--- src/rtl/score_display_pkg.sv ---
//-----------------------------------------------------------------------------
// score_display_pkg
//   Shared types and constants for the score display path: FSM state
//   encoding, seven-segment codes (active-low, {g,f,e,d,c,b,a}), the
//   saturation limit and the BCD add-3 helper used by the converter.
// Revision: 1.0 - initial release
//-----------------------------------------------------------------------------
`default_nettype none

package score_display_pkg;

  typedef enum logic [1:0] {
    IDLE  = 2'd0,
    SHIFT = 2'd1,
    DONE  = 2'd2
  } state_t;

  localparam int SCORE_MAX  = 999999;
  localparam int BCD_DIGITS = 6;

  localparam logic [6:0] SEG_BLANK = 7'h7F;
  localparam logic [6:0] SEG_0     = 7'h40;
  localparam logic [6:0] SEG_1     = 7'h79;
  localparam logic [6:0] SEG_2     = 7'h24;
  localparam logic [6:0] SEG_3     = 7'h30;
  localparam logic [6:0] SEG_4     = 7'h19;
  localparam logic [6:0] SEG_5     = 7'h12;
  localparam logic [6:0] SEG_6     = 7'h02;
  localparam logic [6:0] SEG_7     = 7'h78;
  localparam logic [6:0] SEG_8     = 7'h00;
  localparam logic [6:0] SEG_9     = 7'h10;

  // Double-dabble correction: a nibble of 5 or more would exceed 9 after
  // the next doubling, so pre-add 3 to carry it into the next digit.
  function automatic logic [3:0] add3_if_ge5(input logic [3:0] nib);
    return (nib >= 4'd5) ? nib + 4'd3 : nib;
  endfunction

endpackage

`default_nettype wire

--- src/rtl/score_display_seg7_encode.sv ---
//-----------------------------------------------------------------------------
// seg7_encode
//   Combinational BCD digit to active-low seven-segment code. A set blank
//   flag, or a non-decimal digit, turns all segments off.
// Revision: 1.0 - initial release
//-----------------------------------------------------------------------------
`default_nettype none

module seg7_encode
  import score_display_pkg::*;
(
  input  logic [3:0] digit,
  input  logic       blank,
  output logic [6:0] seg
);

  // Digit lookup with blank override
  always_comb begin
    seg = SEG_BLANK;
    if (!blank) begin
      case (digit)
        4'd0:    seg = SEG_0;
        4'd1:    seg = SEG_1;
        4'd2:    seg = SEG_2;
        4'd3:    seg = SEG_3;
        4'd4:    seg = SEG_4;
        4'd5:    seg = SEG_5;
        4'd6:    seg = SEG_6;
        4'd7:    seg = SEG_7;
        4'd8:    seg = SEG_8;
        4'd9:    seg = SEG_9;
        default: seg = SEG_BLANK;
      endcase
    end
  end

endmodule

`default_nettype wire

--- src/rtl/score_display.sv ---
//-----------------------------------------------------------------------------
// score_display
//   Converts the binary game score into six decimal digits with a serial
//   shift-and-add-3 converter and drives six active-low seven-segment
//   displays. Scores above 999999 saturate and raise overflow. Display
//   registers only update at the end of a conversion.
// Revision: 1.0 - initial release
//-----------------------------------------------------------------------------
`default_nettype none

module score_display
  import score_display_pkg::*;
#(
  parameter int SCORE_W    = 20,
  parameter bit LEAD_BLANK = 1'b1
) (
  input  logic               sys_clk,
  input  logic               sys_rst_n,
  input  logic [SCORE_W-1:0] score,
  output logic [6:0]         hex0,
  output logic [6:0]         hex1,
  output logic [6:0]         hex2,
  output logic [6:0]         hex3,
  output logic [6:0]         hex4,
  output logic [6:0]         hex5,
  output logic               busy,
  output logic               overflow
);

  localparam int CNT_W = ($clog2(SCORE_W) > 0) ? $clog2(SCORE_W) : 1;
  localparam logic [CNT_W-1:0]   c_cnt_last = CNT_W'(SCORE_W - 1);
  localparam logic [SCORE_W-1:0] c_work_max = SCORE_W'(SCORE_MAX);
  localparam logic [6:0]         c_hex_rst  = LEAD_BLANK ? SEG_BLANK : SEG_0;

  state_t                    r_state;
  logic [SCORE_W-1:0]        r_score_s;
  logic [SCORE_W-1:0]        r_last_score;
  logic [SCORE_W-1:0]        r_work;
  logic [4*BCD_DIGITS-1:0]   r_bcd;
  logic [CNT_W-1:0]          r_cnt;
  logic                      r_ovf_n;

  logic                      w_over;
  logic [4*BCD_DIGITS-1:0]   w_bcd_adj;
  logic [BCD_DIGITS-1:0]     w_blank;
  logic [6:0]                w_seg [BCD_DIGITS];

  // Score comes from a clock derived from sys_clk, one register suffices
  always_ff @(posedge sys_clk or negedge sys_rst_n) begin
    if (!sys_rst_n) r_score_s <= '0;
    else            r_score_s <= score;
  end

  assign w_over = (64'(r_score_s) > 64'(SCORE_MAX));

  // Add-3 correction applied to every BCD nibble before each shift
  always_comb begin
    w_bcd_adj = '0;
    for (int i = 0; i < BCD_DIGITS; i++) begin
      w_bcd_adj[4*i +: 4] = add3_if_ge5(r_bcd[4*i +: 4]);
    end
  end

  // Leading-zero blanking: a digit blanks when it and every higher digit are
  // zero; the units digit is always shown
  always_comb begin
    logic v_hi_zero;
    w_blank   = '0;
    v_hi_zero = 1'b1;
    for (int k = BCD_DIGITS - 1; k >= 1; k--) begin
      v_hi_zero  = v_hi_zero & (r_bcd[4*k +: 4] == 4'd0);
      w_blank[k] = LEAD_BLANK & v_hi_zero;
    end
  end

  for (genvar i = 0; i < BCD_DIGITS; i++) begin : g_seg
    seg7_encode u_seg7_encode (
      .digit (r_bcd[4*i +: 4]),
      .blank (w_blank[i]),
      .seg   (w_seg[i])
    );
  end

  // Conversion FSM: accept a changed score, shift SCORE_W times, then latch
  always_ff @(posedge sys_clk or negedge sys_rst_n) begin
    if (!sys_rst_n) begin
      r_state      <= IDLE;
      r_last_score <= '0;
      r_work       <= '0;
      r_bcd        <= '0;
      r_cnt        <= '0;
      r_ovf_n      <= 1'b0;
      busy         <= 1'b0;
      overflow     <= 1'b0;
      hex0         <= SEG_0;
      hex1         <= c_hex_rst;
      hex2         <= c_hex_rst;
      hex3         <= c_hex_rst;
      hex4         <= c_hex_rst;
      hex5         <= c_hex_rst;
    end else begin
      case (r_state)
        IDLE: begin
          if (r_score_s != r_last_score) begin
            r_last_score <= r_score_s;
            r_work       <= w_over ? c_work_max : r_score_s;
            r_ovf_n      <= w_over;
            r_bcd        <= '0;
            r_cnt        <= '0;
            busy         <= 1'b1;
            r_state      <= SHIFT;
          end
        end
        SHIFT: begin
          {r_bcd, r_work} <= {w_bcd_adj, r_work} << 1;
          r_cnt           <= r_cnt + 1'b1;
          if (r_cnt == c_cnt_last) r_state <= DONE;
        end
        DONE: begin
          hex0     <= w_seg[0];
          hex1     <= w_seg[1];
          hex2     <= w_seg[2];
          hex3     <= w_seg[3];
          hex4     <= w_seg[4];
          hex5     <= w_seg[5];
          overflow <= r_ovf_n;
          busy     <= 1'b0;
          r_state  <= IDLE;
        end
        default: r_state <= IDLE;
      endcase
    end
  end

endmodule

`default_nettype wire

--- config.mk ---
export PLATFORM = sky130hd
export DESIGN_NAME = score_display
export DESIGN_NICKNAME = d
export VERILOG_FILES = /design/src/rtl/score_display_pkg.sv /design/src/rtl/score_display_seg7_encode.sv /design/src/rtl/score_display.sv
export SDC_FILE = /design/constraint.sdc
export NUM_CORES = 1
export LEC_CHECK = 0
export CAP_MARGIN = 20
export CORE_MARGIN = 2
export CORE_UTILIZATION = 61
export DETAILED_ROUTE_END_ITERATION = 12
export GPL_TIMING_DRIVEN = 0
export PLACE_DENSITY = 0.85
export SYNTH_ARGS = -nofsm -noshare
export SYNTH_HDL_FRONTEND = slang
export SYNTH_SLANG_ARGS = --single-unit
--- constraint.sdc ---
create_clock -name sys_clk -period 3.3 [get_ports sys_clk]
set_input_delay 0.99 -clock sys_clk [delete_from_list [all_inputs] [get_ports sys_clk]]
set_output_delay 0.99 -clock sys_clk [all_outputs]
set_load 0.05 [all_outputs]
Yosys cells after proc, flatten, opt, wreduce, memory -nomap -nowiden
Memories as Yosys holds them, arrays and structs flattened. A register that Yosys moved wholly into a read port is not among the register bits.
Cells that the tools add are included.
{"block": "totals", "ff_bits": 129, "mem_bits_ro": 672, "in_bits": 22, "out_inout_bits": 44, "wordCells": 80, "n_memories": 6}
{"block": "classes", "add_sub_neg": 7, "order_cmp": 7, "n_eq_ne": 6, "n_mux": 23, "n_bitwise": 4, "n_reduce_logical": 13}
{"name": "(no name shown)", "words": 16, "width": 7, "read_ports": 1, "rd_clocked_by_memory_dff": 1, "write_ports": 0, "line": "score_display_seg7_encode.sv:21", "text": "case (digit)"}
{"name": "(no name shown)", "words": 16, "width": 7, "read_ports": 1, "rd_clocked_by_memory_dff": 0, "write_ports": 0, "line": "score_display_seg7_encode.sv:21"}
{"name": "(no name shown)", "words": 16, "width": 7, "read_ports": 1, "rd_clocked_by_memory_dff": 0, "write_ports": 0, "line": "score_display_seg7_encode.sv:21"}
{"name": "(no name shown)", "words": 16, "width": 7, "read_ports": 1, "rd_clocked_by_memory_dff": 0, "write_ports": 0, "line": "score_display_seg7_encode.sv:21"}
{"name": "(no name shown)", "words": 16, "width": 7, "read_ports": 1, "rd_clocked_by_memory_dff": 0, "write_ports": 0, "line": "score_display_seg7_encode.sv:21"}
{"name": "(no name shown)", "words": 16, "width": 7, "read_ports": 1, "rd_clocked_by_memory_dff": 0, "write_ports": 0, "line": "score_display_seg7_encode.sv:21"}
{"operator": "case mux 24 bit (2 select lines)", "n": 1}
{"operator": "2-to-1 mux 20 bit", "n": 2}
{"operator": "case mux 20 bit (2 select lines)", "n": 1}
{"operator": "2-to-1 mux 7 bit", "n": 5}
{"operator": ">= comparator 4 x 3 -> 1 bit, second input constant", "n": 6}
{"operator": "2-to-1 mux 24 bit", "n": 1}
{"operator": "adder 4 x 2 -> 4 bit, second input constant", "n": 5}
{"operator": "greater-than comparator 20 bit, second input constant", "n": 1}
{"operator": "logical NOT 4 bit", "n": 5}
{"operator": "2-to-1 mux 4 bit", "n": 5}
{"operator": "inequality test 20 bit", "n": 1}
{"operator": "case mux 5 bit (2 select lines)", "n": 1}
{"operator": "AND reduction 2 bit", "n": 4}
{"operator": "adder 5 x 1 -> 5 bit, second input constant", "n": 1}
{"operator": "== test 5 bit, second input constant", "n": 1}
{"operator": "2-to-1 mux 5 bit", "n": 1}
{"operator": "bitwise AND 1 bit", "n": 4}
{"operator": "2-to-1 mux 2 bit", "n": 2}
{"operator": "inequality test 2 bit, second input constant", "n": 2}
{"operator": "case mux 2 bit (2 select lines)", "n": 1}
{"operator": "nonzero test 2 bit", "n": 2}
{"operator": "adder 3 x 2 -> 3 bit, second input constant", "n": 1}
{"operator": "2-to-1 mux 3 bit", "n": 1}
{"operator": "== test 2 x 1 -> 1 bit, second input constant", "n": 1}
{"operator": "5 further kinds", "n": 5}

Depth between registers and ports, before layout
Gate-level depths: netlist of run 1.
{"block": "depth", "depth_word": 6, "ltp_mapped": 8, "mapped_depth_nobuf": 7}

Modules after synthesis
From an unflattened synthesis of run 1, not the netlist that was laid out.
{"block": "unflattened", "hier_cells": 684, "hier_area_um2": 7536.0}
{"mod": "score_display", "n_inst": 1, "cells_each": 486, "area_each_um2": 6120.9, "seq_area_each_um2": 3448.3}
{"mod": "seg7_encode (g_seg[1].u_seg7_encode ...)", "n_inst": 3, "cells_each": 33, "area_each_um2": 236.5, "seq_area_each_um2": 0.0}
{"mod": "seg7_encode (g_seg[0].u_seg7_encode ...)", "n_inst": 3, "cells_each": 33, "area_each_um2": 235.2, "seq_area_each_um2": 0.0}

Worst setup path after synthesis of run 1
OpenSTA, ideal clock, no wires.
{"block": "synth_timing", "path_type": "reg-to-reg", "start": "reg r_score_s[16]", "end": "reg r_last_score[11]", "setup_time_ns": 0.125, "t_arrival_ns": 1.888, "required_time_ns": 3.175, "path_slack_ns": 1.287, "path_stages_with_launch": 8, "n_path_buf": 2, "synth_period_minus_slack_ns": 2.013, "path_cell_list": "dfrtp_1 > xnor2_1 > nand4_1 > or3_1 > buf_6 > o21ai_2 > buf_4 > mux2_2"}
{"block": "synth_between", "elab_chain_cells": 2}
{"item": "from (decl)", "line": "score_display.sv:36", "text": "logic [SCORE_W-1:0] r_score_s;"}
{"item": "from (signal assigned)", "line": "score_display.sv:51", "text": "else r_score_s <= score;"}
{"item": "inequality test 20 bit", "line": "score_display.sv:104", "text": "if (r_score_s != r_last_score) begin"}
{"item": "AND reduction 2 bit (no source line)"}
{"item": "to (signal assigned)", "line": "score_display.sv:105", "text": "r_last_score <= r_score_s;"}
{"item": "to (decl)", "line": "score_display.sv:37", "text": "logic [SCORE_W-1:0] r_last_score;"}
Every way passes these cells.
A chain may end at the register's enable or synchronous reset.

Worst setup path after layout of run 1
{"block": "layout_timing", "start": "reg hex4[4]", "end": "out hex4[4]"}
{"item": "from (decl)", "line": "score_display.sv:24", "text": "output logic [6:0] hex4,"}
{"item": "from (signal assigned)", "line": "score_display.sv:99", "text": "hex4 <= c_hex_rst;"}
{"item": "from (signal assigned)", "line": "score_display.sv:124", "text": "hex4 <= w_seg[4];"}
No word-level cell between the ends.

==> results of run 1 <==
state kept, by name, summed over array words and instances (netlist names):
signal,count
r_score_s,20
hex3,7
r_bcd,24
hex4,7
overflow,1
r_last_score,20
hex2,7
busy,1
hex5,7
r_state,2
hex0,7
hex1,7
r_work,20
r_cnt,5
r_ovf_n,1
cell families (layout without fill, tap and decap cells):
| family | after synthesis | count (layout) | share of synthesized area, % |
|---|---|---|---|
| fa+ha+maj | 34 | 34 | 6.250 |
| flops | 136 | 136 | 50.66 |
| compound gates | 179 | 179 | 17.67 |
| simple gates | 171 | 171 | 11.23 |
| xor+xnor | 28 | 28 | 3.603 |
| buf+inv | 82 | 180 | 5.110 |
| mux | 34 | 34 | 5.478 |
through the flow:
| step | util, % | total power, W | cell area (um2) |
|---|---|---|---|
| detailed placement | 70.67 | 0.007769 | 7661 |
| global placement | 70.41 | 0.007530 | 7632 |
| floorplan | - | 0.006481 | 6807 |
| CTS | 75.89 | 0.009661 | 8227 |
| finish | 75.89 | 0.009673 | 8227 |
| global route | 75.89 | 0.01029 | 8227 |
report_power, final:
group	internal, W	leakage (nW)	switching, W
clock	0.00113	0.275	0.000684
sequential	0.00255	1.58	0.000546
combinational	0.00187	1.72	0.00289
total	0.00555	3.57	0.00412
per-layer routing:
layer	track usage (%)	up-vias	wire, um	share of wire, %
met3	6.106	57	912	5.8
met1	35.10	2644	6242	40
li1	-	2511	-	-
met5	0	-	0	0
met2	47.93	216	8033	51
met4	15.19	0	562	3.6
cells in the final DEF (no fill, tap or decap), types with 4 or more instances in the layout:
cell,Yosys,final
dfrtp_1,100,100
nor3_1,6,6
nor3b_1,5,5
o22a_1,19,19
nand4_1,7,7
o31ai_1,7,7
xor2_1,9,9
o22ai_1,23,23
a21oi_1,51,51
clkbuf_1,24,28
inv_1,46,46
mux2_2,22,22
clkbuf_8,0,4
dfstp_2,36,36
a31oi_1,7,7
o21ai_0,25,25
nand2_1,59,59
buf_6,4,5
xnor2_1,19,19
o221ai_1,7,7
clkinv_2,0,4
ha_1,34,34
clkdlybuf4s50_1,0,64
nand2b_1,11,11
mux2i_1,11,11
nor2_1,63,63
clkbuf_16,0,16
a211oi_1,5,5
or3_1,4,4
final timing paths:
| kind | startpoint | end | slack, ns | cells past startpoint |
|---|---|---|---|---|
| max reg2reg | r_score_s[9] | r_work[18] | 0.65 | 5 |
| min in group sys_clk | hex0[2] | hex0[2] | 0.48 | 2 |
| min reg2reg | hex0[2] | hex0[2] | 0.48 | 2 |
| max | hex4[4] | hex4[4] | 0.45 | 1 |
| max in group asynchronous | sys_rst_n | r_bcd[15] | 2.14 | 2 |
| min | sys_rst_n | hex0[0] | 0.39 | 1 |
worst register-to-register path, delay by kind of cell, from the launching register on:
family	cells	cell delay (ns)
DFF	1	0.43
AOI/OAI and AO/OA	2	1.01
xor gates and xnor gates	1	0.18
and+or+nand+nor	2	0.87
cell type report:
| class | count | share of cell area [%] |
|---|---|---|
| Tap cell | 140 | 2.129 |
| Timing Repair Buffer | 66 | 8.259 |
| Clock buffer | 24 | 5.719 |
| Inverter | 49 | 2.236 |
| Multi-Input combinational cell | 446 | 36.59 |
| Buffer | 33 | 1.992 |
| Sequential cell | 136 | 41.92 |
| Clock inverter | 8 | 1.156 |
==> flow_metrics.py, run 1 <==
metrics = {
    "place": {
        "globalplace.congestion": 0.9204,
        "dp_hpwl_um": 10710,
        "io_buffers": 65,
        "placedCellCount": 870,
        "post-place-ws_ns": 0.7272,
    },
    "clock_tree": {
        "cts_buffers": 17,
        "holdBufCountCts": 0,
        "post_cts_resized": 0,
        "clock_tree.root_cell": "clkbuf_8",
        "clk_latency_ns": 0.52,
        "cts_tree": "yes",
        "clockBufferDepth": 2,
        "clkTransAtPathRegs_ns": 0.06,
        "cts.sinks": 136,
        "h-tree-depth": 4,
        "cts_setup_buffers": 0,
    },
    "critical_path": {
        "critPathBufInv": 1,
        "path_cells": "clkdlybuf4s50_1",
        "path_class": "reg -> out",
        "worstSetupEndpointType": "output port",
        "cpPeakStageDelay_ns": 0.80,
        "path_max_fanout": 2,
        "critPathTopFamily": "buffers and inverters",
        "cp_slowest_cell": "clkdlybuf4s50_1",
        "crit_path_start_kind": "register",
        "cp.required_ns": 2.31,
        "arrival_ns": 1.86,
    },
    "synthesis": {
        "ys_ff_latch": 136,
        "syn_inst": 664,
        "ys.warnings.count": 0,
        "yosys.cell_types.count": 60,
        "ys_top_cells_by_area": "dfrtp_1 37%, dfstp_2 14%, ha_1 6.3%",
        "synth.avg_cell_area_um2": 10.25,
        "synthArstFlopShare_pct": 100.0,
        "synthFlopType": "dfrtp_1",
        "yosysMostFrequentCell": "dfrtp_1",
        "yosysTopAreaCell": "dfrtp_1",
        "mappedNetlistNets": 720,
        "synth-edff-count": 0,
        "synth_top_area_share_pct": 36.76,
        "synth_area_um2": 6807,
        "synth_seq_area_share_pct": 50.66,
        "ys_top_cells_by_count": "100 x dfrtp_1, 63 x nor2_1, 59 x nand2_1",
    },
    "timing": {
        "rsz0062_at_grt": "false",
        "relSlewSlack_pct": 36.44,
        "period_minus_slack_ns": 2.848,
        "max_freq_ghz": 0.3511,
        "fin_crit_sh_pct": 86.31,
        "tightest_slew_ns": 0.9498,
        "setup_viol": 0,
        "setup_ws_ns": 0.4518,
        "slew_viol_final": 0,
        "hold_violations": 0,
        "clock_skew_ns": 0.006584,
        "final.setup.tns_ns": 0,
        "holdWs_ns": 0.3887,
    },
    "floorplanning": {
        "die_w_um": 109.6,
        "dieArea_um2": 12020,
        "start_util_pct": 62.79,
        "rows": 38,
        "dieHeight_um": 109.6,
        "coreArea_um2": 10840,
        "top_level_ports": 66,
    },
    "global_route": {
        "grt_overflow": 0,
        "track_usage_pct": 28.74,
        "grt_max_degree": 89,
        "antenna_found_initial": 0,
        "grt_pass1_vias": 5521,
        "grt_pass1_wl_um": 26490,
    },
    "routing": {
        "vias_per_cell": 6.018,
        "drt-pass1-iter-count": 5,
        "routed_wl_um": 15750,
        "vias": 5428,
        "drcViolationCount": 0,
        "wl_per_cell_um": 17.46,
        "antenna_left": 0,
        "drt-initial-drc-count": 476,
    },
    "finish": {
        "seq_area_um2": 3448,
        "nets": 805,
        "fillers": 721,
        "final_layout_size_suffix_gt1_share_pct": 13.91,
        "n_antenna_cell": 0,
        "finalNonFillerCells": 902,
        "syn_to_final_growth_pct": 20.86,
        "multi_input_area_um2": 3010,
    },
    "pwr": {
        "peakVddDrop_uv": 690.0,
        "p_per_area_nw_per_um2": 1176,
        "p_leak_nw": 3.570,
    },
    "job": {
        "drv_cap": 0,
    },
    "status": {
        "run_status": "finished, final reports clean",
    },
    "hold_path": {
        "hold_path.class": "in -> async",
    },
}
Power figures use the tool's default switching activity.
==> run 2, diff against run 1 <==
==> constraint.sdc (replaced) <==
create_clock -name sys_clk -period 3.3 [get_ports sys_clk]
set_input_delay 0.99 -clock sys_clk [delete_from_list [all_inputs] [get_ports sys_clk]]
set_output_delay 0.99 -clock sys_clk [all_outputs]
set_load 0.1 [all_outputs]
==> results of run 2 <==
The final DEF is identical to that of run 1. Status: finished, final reports clean.
Among the figures that moved: setup slack after placement 0.7272 ns -> 0.6610 ns; setup slack after layout 0.4518 ns -> 0.1204 ns
Power of run 2 is not shown: default switching activity piles up to over one toggle a cycle in this logic, so the estimate is an artifact.
==> run 3, diff against run 2 <==
--- a/config.mk
+++ b/config.mk
@@ -7,10 +7,11 @@
 export LEC_CHECK = 0
 export CAP_MARGIN = 20
 export CORE_MARGIN = 2
-export CORE_UTILIZATION = 61
+export CORE_UTILIZATION = 57
 export DETAILED_ROUTE_END_ITERATION = 12
 export GPL_TIMING_DRIVEN = 0
-export PLACE_DENSITY = 0.85
+export HOLD_SLACK_MARGIN = 0.1
+export PLACE_DENSITY = 0.91
 export SYNTH_ARGS = -nofsm -noshare
 export SYNTH_HDL_FRONTEND = slang
 export SYNTH_SLANG_ARGS = --single-unit
==> constraint.sdc (replaced) <==
create_clock -name sys_clk -period 3.32 [get_ports sys_clk]
set_input_delay 0.996 -clock sys_clk [delete_from_list [all_inputs] [get_ports sys_clk]]
set_output_delay 0.996 -clock sys_clk [all_outputs]
set_load 0.1 [all_outputs]
==> flow_metrics.py, run 3 (synthesis gave the netlist of run 1 again) <==
metrics = {
    "finish": {
        "layout_common_cells": "100 x dfrtp_1, 64 x clkdlybuf4s50_1, 63 x nor2_1",
        "top_register": "r_bcd",
        "finalNonFillerCells": 905,
        "fin_util_pct": 71.91,
        "syn_to_final_growth_pct": 21.67,
        "largest_reg_flops": 24,
        "nets": 805,
        "layout.cells.most_common": "dfrtp_1",
        "final_layout_size_suffix_gt1_share_pct": 14.30,
        "n_antenna_cell": 0,
    },
    "floorplanning": {
        "rows": 39,
        "coreArea_um2": 11520,
        "start_util_pct": 59.10,
        "dieHeight_um": 113.3,
        "top_level_ports": 66,
        "die_w_um": 113.3,
        "dieArea_um2": 12830,
    },
    "timing": {
        "max_freq_ghz": 0.3228,
        "holdWs_ns": 0.4677,
        "hold_violations": 0,
        "setup_viol": 0,
        "tightest_slew_ns": 0.9880,
        "rsz0062_at_grt": "false",
        "final.setup.tns_ns": 0,
        "period_minus_slack_ns": 3.098,
        "relSlewSlack_pct": 33.93,
        "clock_skew_ns": 0.007469,
        "slew_viol_final": 0,
        "fin_crit_sh_pct": 93.30,
    },
    "clock_tree": {
        "post_cts_resized": 0,
        "cts_buffers": 17,
        "h-tree-depth": 4,
        "cts.sinks": 136,
        "cts_tree": "yes",
        "holdBufCountCts": 0,
        "clock_tree.root_cell": "clkbuf_16",
        "cts_setup_buffers": 0,
        "clockBufferDepth": 2,
        "clk_latency_ns": 0.42,
        "clkTransAtPathRegs_ns": 0.06,
    },
    "place": {
        "dp_hpwl_um": 10620,
        "globalplace.congestion": 0.8971,
        "io_buffers": 65,
        "placedCellCount": 873,
    },
    "critical_path": {
        "arrival_ns": 2.10,
        "crit_path_start_kind": "register",
        "critPathTopFamily": "buffers and inverters",
        "cp_slowest_cell": "clkdlybuf4s50_1",
        "path_class": "reg -> out",
        "path_max_fanout": 2,
        "critPathBufInv": 1,
        "cpPeakStageDelay_ns": 1.14,
        "cp.required_ns": 2.32,
        "path_cells": "clkdlybuf4s50_1",
        "worstSetupEndpointType": "output port",
    },
    "global_route": {
        "grt_overflow": 0,
        "track_usage_pct": 25.59,
        "grt_pass1_vias": 5434,
        "grt_max_degree": 102,
        "antenna_found_initial": 0,
        "grt_pass1_wl_um": 25800,
    },
    "routing": {
        "wl_met2_um": 7854,
        "top_layer": "met4",
        "antenna_left": 0,
        "drt-initial-drc-count": 341,
        "wl_per_cell_um": 16.96,
        "vias": 5320,
        "routed_wl_um": 15350,
        "drt-pass1-iter-count": 5,
        "wl_met3_um": 797,
        "vias_per_cell": 5.878,
        "drcViolationCount": 0,
        "wl_met1_um": 6196,
    },
    "status": {
        "run_status": "finished, final reports clean",
    },
    "hold_path": {
        "hold_path.class": "in -> async",
    },
    "job": {
        "drv_cap": 0,
    },
}
[run 3: cell types whose count changed in the layout (fill, tap and decap cells not counted)]
cell       previous run  this run
clkbuf_16            16        17
clkinv_2              4         3
clkbuf_1             28        25
bufinv_16             2         3
clkbuf_8              4         3
clkinv_4              0         3
[run 3: stage by stage]
stage / instance area, um2 / setup WS (ns)
2_1_floorplan: 6807 / 1.307
3_3_place_gp: 7636 / -3.674
3_5_place_dp: 7665 / 0.6545
4_1_cts: 8282 / 0.1989
5_1_grt: 8282 / 0.1917
6_report: 8282 / 0.2225
[run 3: cell type report]
class	count	area, um2
Fill cell	802	3234
Clock inverter	11	146.4
Inverter	49	183.9
Clock buffer	21	470.5
Multi-Input combinational cell	446	3010
Tap cell	143	178.9
Timing Repair Buffer	66	679.4
Sequential cell	136	3448
Buffer	33	163.9
[run 3: final timing paths]
check / start / endpoint / slack [ns] / cells past startpoint
min: sys_rst_n / r_bcd[7] / 0.47 / 1
min in group sys_clk: hex5[5] / hex5[5] / 0.48 / 2
max reg2reg: r_score_s[9] / r_work[17] / 0.84 / 5
max in group asynchronous: sys_rst_n / r_last_score[9] / 2.06 / 2
max: hex1[6] / hex1[6] / 0.22 / 1
min reg2reg: hex5[5] / hex5[5] / 0.48 / 2
[run 3: metal layers]
metal / vias up / GRT usage (%)
met5: - / 0
met4: 0 / 12.28
met3: 44 / 6.535
met2: 172 / 43.63
met1: 2594 / 30.34
li1: 2510 / -
[run 3: worst reg2reg max path, stage by stage, from the launching register on]
cell      delay (ns)
dfrtp_1         0.42
xor2_1          0.19
nor4_1          0.37
nand2_1         0.33
o31ai_2         0.79
a221oi_1        0.22
Power of run 3 is left out for the same reason.
